$ cat src/rtl/mem_wb_flag_stage.sv
// MEM/WB pipeline register plus the architectural {C,Z} flag register.
// Commits the condition-resolved flags and the final register write from MEM,
// presents the register-file write port to writeback, pulses a PC redirect on
// committed R7 writes, and counts retired instructions.
module mem_wb_flag_stage #(
    parameter int          DATA_W   = 16,
    parameter int          CNT_W    = 32,
    parameter logic [1:0]  FLAG_RST = 2'b00
) (
    input  logic              clk,
    input  logic              rst,
    input  logic              mem_valid,
    input  logic              stall,
    input  logic              flush,
    input  logic [1:0]        cz_in,
    input  logic              wr_en_in,
    input  logic [2:0]        rd_in,
    input  logic [DATA_W-1:0] wb_data_in,
    input  logic [15:0]       pc_in,
    output logic [1:0]        flag_reg,
    output logic              wb_valid,
    output logic              rf_we,
    output logic [2:0]        rf_addr,
    output logic [DATA_W-1:0] rf_wdata,
    output logic [15:0]       wb_pc,
    output logic              r7_redirect,
    output logic [15:0]       redirect_pc,
    output logic [CNT_W-1:0]  retire_cnt
);

    logic [1:0]        r_flag;
    logic              r_wb_valid;
    logic              r_rf_we;
    logic [2:0]        r_rf_addr;
    logic [DATA_W-1:0] r_rf_wdata;
    logic [15:0]       r_wb_pc;
    logic              r_r7_redirect;
    logic [15:0]       r_redirect_pc;
    logic [CNT_W-1:0]  r_retire_cnt;
    logic              r_pend_flush;

    logic              w_take;
    logic              w_r7_wr;

    // A flush seen during a stall is remembered so the held instruction is
    // squashed on the edge where the stall releases.
    assign w_take  = mem_valid & ~flush & ~r_pend_flush;
    assign w_r7_wr = w_take & wr_en_in & (rd_in == 3'd7);

    // Stage register: capture on take, bubble otherwise, hold under stall.
    always_ff @(posedge clk or posedge rst) begin
        if (rst) begin
            r_flag        <= FLAG_RST;
            r_wb_valid    <= 1'b0;
            r_rf_we       <= 1'b0;
            r_rf_addr     <= 3'd0;
            r_rf_wdata    <= '0;
            r_wb_pc       <= 16'd0;
            r_r7_redirect <= 1'b0;
            r_redirect_pc <= 16'd0;
            r_retire_cnt  <= '0;
            r_pend_flush  <= 1'b0;
        end else if (stall) begin
            // Strobes drop after the first stalled edge so a write lands once;
            // everything else, flags included, is frozen.
            r_rf_we       <= 1'b0;
            r_r7_redirect <= 1'b0;
            if (flush)
                r_pend_flush <= 1'b1;
        end else begin
            r_pend_flush  <= 1'b0;
            r_wb_valid    <= w_take;
            r_rf_we       <= w_take & wr_en_in;
            r_r7_redirect <= w_r7_wr;
            if (w_take) begin
                r_rf_addr    <= rd_in;
                r_rf_wdata   <= wb_data_in;
                r_wb_pc      <= pc_in;
                // A not-taken conditional op still delivers the old flags here.
                r_flag       <= cz_in;
                r_retire_cnt <= r_retire_cnt + 1'b1;
            end
            if (w_r7_wr)
                r_redirect_pc <= wb_data_in[15:0];
        end
    end

    assign flag_reg    = r_flag;
    assign wb_valid    = r_wb_valid;
    assign rf_we       = r_rf_we;
    assign rf_addr     = r_rf_addr;
    assign rf_wdata    = r_rf_wdata;
    assign wb_pc       = r_wb_pc;
    assign r7_redirect = r_r7_redirect;
    assign redirect_pc = r_redirect_pc;
    assign retire_cnt  = r_retire_cnt;

endmodule

$ cat config.mk
export PLATFORM = sky130hd
export DESIGN_NAME = mem_wb_flag_stage
export DESIGN_NICKNAME = d
export VERILOG_FILES = /design/src/rtl/mem_wb_flag_stage.sv
export SDC_FILE = /design/constraint.sdc
export NUM_CORES = 1
export LEC_CHECK = 0
export ABC_AREA = 0
export CORE_MARGIN = 4
export CORE_UTILIZATION = 30
export DETAILED_ROUTE_END_ITERATION = 7
export GPL_TIMING_DRIVEN = 0
export REMOVE_ABC_BUFFERS = 1
export SETUP_SLACK_MARGIN = 0.2
export SYNTH_ARGS = -nofsm -noshare
export SYNTH_HDL_FRONTEND = slang
export SYNTH_SLANG_ARGS = --single-unit
$ cat constraint.sdc
create_clock -name clk -period 2.7 [get_ports clk]
set_input_delay 0.27 -clock clk [delete_from_list [all_inputs] [get_ports clk]]
set_output_delay 0.27 -clock clk [all_outputs]
set_load 0.02 [all_outputs]
==> results summary, run 1 <==
For this block, the routed nets add up to roughly 8900 um of wire. The remaining antenna violation count is 0. After synthesis the netlist holds a flip-flop and latch count of slightly below 90. The number of hold-slack violations in the final timing report came out at 0.

The clock reaches the later pin of the worst-skew pair after 340 ps. After clock tree synthesis, the clock-pin slew on the worst setup and hold paths is around 60 ps. The number of top-level pins is 131. The core area came out at between 10000 and 15000 um^2. At the pin with the least slew margin, the transition time is 462 ps. For this design, the sink count on the clock tree is 89. The tree is rooted in a clkbuf_16. The multi-input gate area in the final layout is between 1000 and 1500 um^2. The mean routed wirelength per cell is 14.5 um.

The via count of the first global-routing pass is 2854. Summed over all nets, the half-perimeter wirelength after detailed placement is 6400 um. The first-iteration detailed-routing DRC count is 91. The completed layout was analyzed and its total power is between 3000 and 4000 uW. The number of enable flip-flop cells after synthesis came out at 0.

For this run, the post-layout net count is 510. The cell area after synthesis came out at between 3000 and 4000 um^2. The area of the die is 13500 um^2. The number of rows created at floorplan came out at 39. On the final layout, the worst clock skew is 5.29 ps. Tracing the worst setup path back leads to its startpoint at flush. The required time of the critical path came out at 2920 ps. The worst-case IR drop observed on VDD is 0.000399 V. The overall global routing resource usage is 0.136. The number of fill cells came out at 1060. The first-pass GRT wire length is 14300 um.

The number of antenna diodes is 0. STA classifies the critical path endpoint as a flop. Max-cap violations in this run came to 0.

The footprint of the flip-flops and latches came out at 2230 um^2. The floorplan step set the die height to 116 um. Setup violations remaining at the end of the flow were counted as 0. Summed over all failing endpoints, the final setup total negative slack is 0 ps. The final max-slew violation count came out at 0. Headroom to the max-slew limit came out at 0.692. The number of antenna violations at the first check in global routing came out at 0. The placer's final routability congestion estimate came out at ~0.70. The number of instances in the synthesized netlist came out at 323. The average cell area after synthesis came out at roughly 11 um^2.

The number of input and output port buffers inserted is 130. In the synthesized netlist the dominant register cell turns out to be dfrtp_1. Yosys printed 0 warnings. The post-place setup slack is -857 ps. The analysis attributes to cell leakage a power of 0.00256 uW.

CTS built an H-tree with a depth of 3. The power density over cell area is 692 nW/um^2. The arrival time reported for the critical path endpoint is 2640 ps.

The number of buffers inserted during clock tree synthesis is 9. The maximum fanout encountered on the critical timing path came out at 28. TritonCTS built the clock tree. The critical path ends at retire_cnt[29]. The number of flip-flops in the largest register came out at 32.

The portion of the post-synthesis area used by sequential elements is 0.632. The tightest min-delay check is of the primary input to asynchronous set/reset pin type. The flop-to-flop setup slack came out at 300 ps. The die is 116 um wide. The total congestion overflow after global routing is 0. Derived from the worst setup path, the maximum achievable clock frequency is 0.413 GHz. Counting distinct cell types in the post-synthesis netlist gives 24. The clock tree buffer depth is 2. The worst setup path is launched from a primary input. The DRC violations left is 0. Entering global routing, the biggest net connects 57 pins. The worst path needs around 2400 ps of the cycle, external delays included. Setup repair after global routing could not meet its margin everywhere. The number of search-and-repair iterations in the first detailed-routing pass is 4.

In this run the critical register-to-register path is launched from r_pend_flush. The number of cells traversed by the worst register-to-register path is 6. The setup slack of the critical path after layout is 279 ps. The post-route fraction of the period consumed by the critical path is 0.897. The number of buffers inserted by hold repair at cts is 0. The share of synthesized registers carrying an async set or reset came out at 1.00. After detailed routing, the number of vias per cell comes to between 4 and 5. The area added between synthesis and finish came out at 54.5%. The routed layout has 2774 vias. The critical setup path kind is primary input to flop.

The flow ran to the end, and the final reports show no timing, DRC or antenna violations. The initial cell density of the core is 0.307. In the final layout, the share of cells above drive strength 1 is 0.108. The endpoint of the most critical register-to-register path is retire_cnt[29].
==> area by class of cell <==
cell class	count	area share
multi-input cells	220	0.231
clock inverters	2	0.00643
clock buffers	14	0.0503
inverters	3	0.00253
flip-flops and latches	89	0.409
repair buffers	143	0.268
well taps	143	0.0329
==> report_power, final <==
group          leakage [uW]  internal (uW)  switching [uW]
combinational       0.00123            430             425
clock              0.000153            792             497
sequential          0.00117           1500             124
total               0.00256           2720            1050
==> worst min path at each step <==
stage / from / end / slack (ps) / cells past startpoint
after floorplan: cz_in[0] / flag_reg[0] / 380 / 2
after global placement: rf_addr[2] / rf_addr[2] / 460 / 2
after detailed placement: wb_pc[8] / wb_pc[8] / 460 / 2
after CTS: rst / wb_pc[0] / 310 / 2
after global routing: rst / wb_pc[0] / 340 / 2
final: rst / wb_pc[13] / 300 / 2
==> what timing repair did <==
item / CTS / global route
buffers inserted: 2 / 7
pin swaps: 2 / 2
setup endpoints to repair: 35 / 23
gates resized for setup: 2 / 0
==> kinds of logic after synthesis <==
group | share of synthesized area
adders and majority gates | 0.00355
buffers and inverters | 0.0153
AOI/OAI and AO/OA | 0.00213
and+or+nand+nor | 0.219
muxes | 0.0511
xor gates and xnor gates | 0.0771
DFF | 0.632
==> Yosys cell counts, drive strengths merged, types with 2 or more instances <==
master  number  area share
and2         2      0.0036
and3         3      0.0053
and4         4      0.0099
buf          2      0.0025
clkbuf       9      0.0096
dfrtp       89        0.63
inv          3      0.0032
mux2        16       0.051
nand2      127        0.14
nand3       13       0.018
nand4        8       0.014
nor2         6      0.0064
or4          2      0.0064
xnor2       22       0.055
xor2         9       0.022
==> cell usage in the layout, fill, tap and decap left out, types with 2 or more instances in the layout <==
cell,instances
clkbuf_8,3
mux2_2,16
dfrtp_1,89
and2_1,2
nand3_1,13
and3_1,3
and4_1,4
clkdlybuf4s50_1,130
nand2_1,127
nor2_1,5
clkbuf_16,9
or4_4,2
clkbuf_1,2
xor2_1,9
buf_8,2
xnor2_1,22
buf_4,8
inv_1,2
nand4_1,8
buf_12,2
==> critical path, stage by stage <==
cell and delay (ps):
clkdlybuf4s50_1 480, or4b_4 570, buf_12 190, or4_4 590, nor3b_4 270, nand3_1 130, xnor2_1 140
==> stage by stage <==
stage | instances | cell area (um^2) | utilization | hold WS (ps)
2_1_floorplan | 312 | 3480 | - | 375
3_3_place_gp | 585 | 4960 | 0.433 | 459
3_5_place_dp | 589 | 5050 | 0.440 | 461
4_1_cts | 607 | 5390 | 0.470 | 309
5_1_grt | 614 | 5450 | 0.475 | 338
6_report | 614 | 5450 | 0.475 | 305
==> routing by layer <==
layer  track usage  vias to the layer above  part of all wire
met5             0                        -                 0
met1         0.169                     1341              0.43
met4        0.0603                        0             0.019
met2         0.217                       86              0.48
li1              -                     1335                 -
met3        0.0461                       12             0.077
(Power assumes the default switching activity.)
==> run 2, diff against run 1 <==
--- a/config.mk
+++ b/config.mk
@@ -7,9 +7,9 @@
 export LEC_CHECK = 0
 export ABC_AREA = 0
 export CORE_MARGIN = 4
-export CORE_UTILIZATION = 30
+export CORE_UTILIZATION = 40
 export DETAILED_ROUTE_END_ITERATION = 7
-export GPL_TIMING_DRIVEN = 0
+export PLACE_DENSITY = 0.76
 export REMOVE_ABC_BUFFERS = 1
 export SETUP_SLACK_MARGIN = 0.2
 export SYNTH_ARGS = -nofsm -noshare
==> run 2 against run 1 <==
  * Via count fell by 0.40%
  * Clock power fell by 32%
  * Final cell count fell by 7.3%
  * Sequential share of layout area rose by 2.1 points
  * Die area fell by 23%
  * Largest power group unchanged
  * Clock skew rose by 3.0 ps
  * Register-to-register slack improved by 40 ps
  * Critical path depth fell by 2
  * Critical path type is now flop to flop
  * Global-route usage rose by 4.3 points
  * Fmax rose by 2.5%
  * Critical endpoint is now retire_cnt[27]
  * Hold slack improved by 41 ps
  * Largest cell class unchanged
  * Cell area fell by 4.9%
==> results summary, run 2 (synthesized netlist as in run 1, its figures left out) <==
The number of input and output port buffers inserted came to 130 (unchanged). The die span in y came to 102 um (-12%). The highest clock rate came out at 0.424 GHz (+2.5%). The maximum fanout encountered on the critical timing path is 5 (-82%). The transition time of the tightest slew-check pin is 700 ps (+238 ps). The placer's final routability congestion estimate is 0.813 (+15%). The power density over cell area came out at 645 nW/um^2 (-6.7%). The number of clock sinks is 89 (unchanged). The buffering stage count on the worst path with inverters included is 0 (-2). The buffer cell driving the clock tree root is clkbuf_8.

The required time of the critical path is 2920 ps (about the same). The reported max-cap violation count was 0 (unchanged). The worst hold path belongs to the class primary input to asynchronous set/reset pin. The combinational power share came to 0.254 (+0.027). The number of fill cells is 681 (-36%).

The final critical path time including I/O delays and setup is 2360 ps (-60.2 ps). The number of buffers inserted during clock tree synthesis came to 9 (unchanged). The first-pass GRT wire length is 14600 um (+1.4%). The number of placed instances, taps included came out at 555 (-5.8%). The number of hold-slack violations in the final timing report is 0 (unchanged). TritonCTS built the clock tree. The count of endpoints failing setup in the final report is 0 (unchanged). The number of rows created at floorplan came out at 33 (-15%).

The internal power consumption is 2360 uW (-13%). The number of top-level pins was 131 (unchanged). The net switching component of the power is 982 uW (-6.2%). The number of antenna diodes is 0 (unchanged). The switching power as a share of total power is 0.294 (+0.0160).

The area added between synthesis and finish came out at 47.0%. Setup repair after global routing left no endpoint under its margin. The startpoint identified for the worst register-to-register timing path is r_pend_flush. The largest individual stage delay along the critical path comes from the cell or4b_1. Traced cell by cell, the critical path runs through or4b_1 > or4_4 > nor3b_4 > nand3_1 > xnor2_1. The total number of vias came to 2763 (-0.40%). The number of antenna violations at the first check in global routing is 0 (unchanged). The sum of net half-perimeters after detailed placement came to 6440 um (+0.64%). The endpoint identified for the worst register-to-register timing path is retire_cnt[27]. The net count of the finished layout is 505 (-0.98%).

The largest net degree at the start of global routing came out at 51 (-11%). The number of levels in the clock H-tree was 3 (unchanged). The filler-free cell count of the finished design is 569 (-7.3%).

The final core utilization came out at 0.618 (+0.143). The clock tree buffer depth was 2 (unchanged). The area of the die was 10400 um^2 (-23%).

The setup total negative slack is 0 ps (unchanged). The first-iteration detailed-routing DRC count is 75 (-18%). The via count of the first global-routing pass is 2906 (+1.8%). The clock network latency to the later pin of the worst-skew pair is 340 ps (about the same).

The number of setup buffers added after CTS came out at 0 (-2). The clock-pin transition on the worst setup and hold timing paths is 80 ps (+20 ps). The maximum resistive drop on vdd came to 0.000431 V (+8.0%). The total power draw is 3340 uW (-11%). The arrival time reported for the critical path endpoint is 2580 ps (-60 ps). The share of power burned in the clock network is 0.260 (-0.082). The final max-slew violation count came out at 0 (unchanged). In the layout the commonest cells are clkdlybuf4s50_1 (130), nand2_1 (127), dfrtp_1 (89). The share of power burned in registers came to 0.485 (+0.054). The vias per cell is 4.86 (+7.5%). The post-route fraction of the period consumed by the critical path is 0.874 (-0.0223).

The DRC violations left came to 0 (unchanged). The static leakage came out at 0.00245 uW (-4.3%). The critical path in this run is classified as flop to flop. The final clock skew was 8.27 ps (+2.98 ps).

The number of cells traversed by the worst register-to-register path came out at 5 (-1). The number of search-and-repair iterations in the first detailed-routing pass is 4 (unchanged). The area of placed instances came out at 5000 um^2 (-1.1%). The mean routed wirelength per cell is 15.5 um (+6.4%). The proportion of layout cells with a drive suffix above 1 came out at 0.0927 (-0.0156). The core area is 8380 um^2 (-27%). The aggregate routed wire length is 8800 um (-1.4%).

The element type at the critical path start is a flop. The worst setup path is captured at a flop. The run finished with clean final reports. The number of flip-flops in the largest register was 32 (unchanged).

The final instance area is 5180 um^2 (-4.9%). The initial cell density of the core came out at 0.420 (+0.113). The overall global routing resource usage was 0.180 (+0.0433). The horizontal die dimension came out at 102 um (-12%). The most common cell after layout, fill and taps aside is clkdlybuf4s50_1.

The relative slew slack was 0.533 (-0.159). The flop-to-flop setup slack is 340 ps (+40 ps). The remaining antenna violation count came out at 0 (unchanged). The cell type group with the largest total delay on the critical path is simple AND/OR/NAND/NOR gates. The post-cts gate resize count is 0 (-2).

The total congestion overflow after global routing is 0 (unchanged). The number of buffers inserted by hold repair at cts is 0 (unchanged). The largest stage delay on the critical path came out at 620 ps (+30 ps).
run 2: power groups by stage:
stage / Combinational (uW) / Clock (uW) / Sequential, uW
floorplan: 174 / 0 / 1840
global placement: 847 / 0 / 1640
detailed placement: 859 / 0 / 1650
CTS: 864 / 895 / 1620
global route: 914 / 953 / 1650
finish: 850 / 871 / 1620
run 2: stage by stage:
stage,setup WS [ps],hold WS (ps)
after floorplan,-839,375
after global placement,106,457
after detailed placement,51.3,462
after CTS,318,358
after global routing,210,412
final,339,346
run 2: how the worst max path moves through the flow:
stage / startpoint / to / cells past startpoint
after detailed placement: flush / retire_cnt[27] / 6
after global placement: flush / retire_cnt[27] / 6
after floorplan: r_pend_flush / redirect_pc[0] / 4
after CTS: r_pend_flush / retire_cnt[27] / 5
final: r_pend_flush / retire_cnt[27] / 5
after global routing: r_pend_flush / retire_cnt[21] / 5
run 2: final cells by class:
cell class | instances | area, um^2 | area share
timing repair buffer | 138 | 1370 | 0.265
inverter | 3 | 12.5 | 0.00242
tap | 105 | 131 | 0.0254
multi-input combinational | 220 | 1250 | 0.242
clock inverter | 3 | 42.5 | 0.00821
clock buffer | 11 | 141 | 0.0273
sequential | 89 | 2230 | 0.430
run 2: per-layer routing:
layer  vias to the layer above  wire length [um]  global-route usage
met4                         0               103              0.0626
met3                         9               958              0.0799
met1                      1343              3710               0.224
met5                         -                 0                   0
met2                        97              4030               0.281
li1                       1314                 -                   -
run 2: worst reg2reg max path, cell delays in order (launching register included):
cell     delay [ps]
dfrtp_1         420
or4b_1          620
or4_4           620
nor3b_4         280
nand3_1         140
xnor2_1         150
==> run 3, diff against run 2 <==
--- a/config.mk
+++ b/config.mk
@@ -8,6 +8,8 @@
 export ABC_AREA = 0
 export CORE_MARGIN = 4
 export CORE_UTILIZATION = 40
+export CTS_CLUSTER_DIAMETER = 120
+export CTS_CLUSTER_SIZE = 28
 export DETAILED_ROUTE_END_ITERATION = 7
 export PLACE_DENSITY = 0.76
 export REMOVE_ABC_BUFFERS = 1
==> results of run 3 <==
Final layout, timing and power as in run 2 (identical DEF).
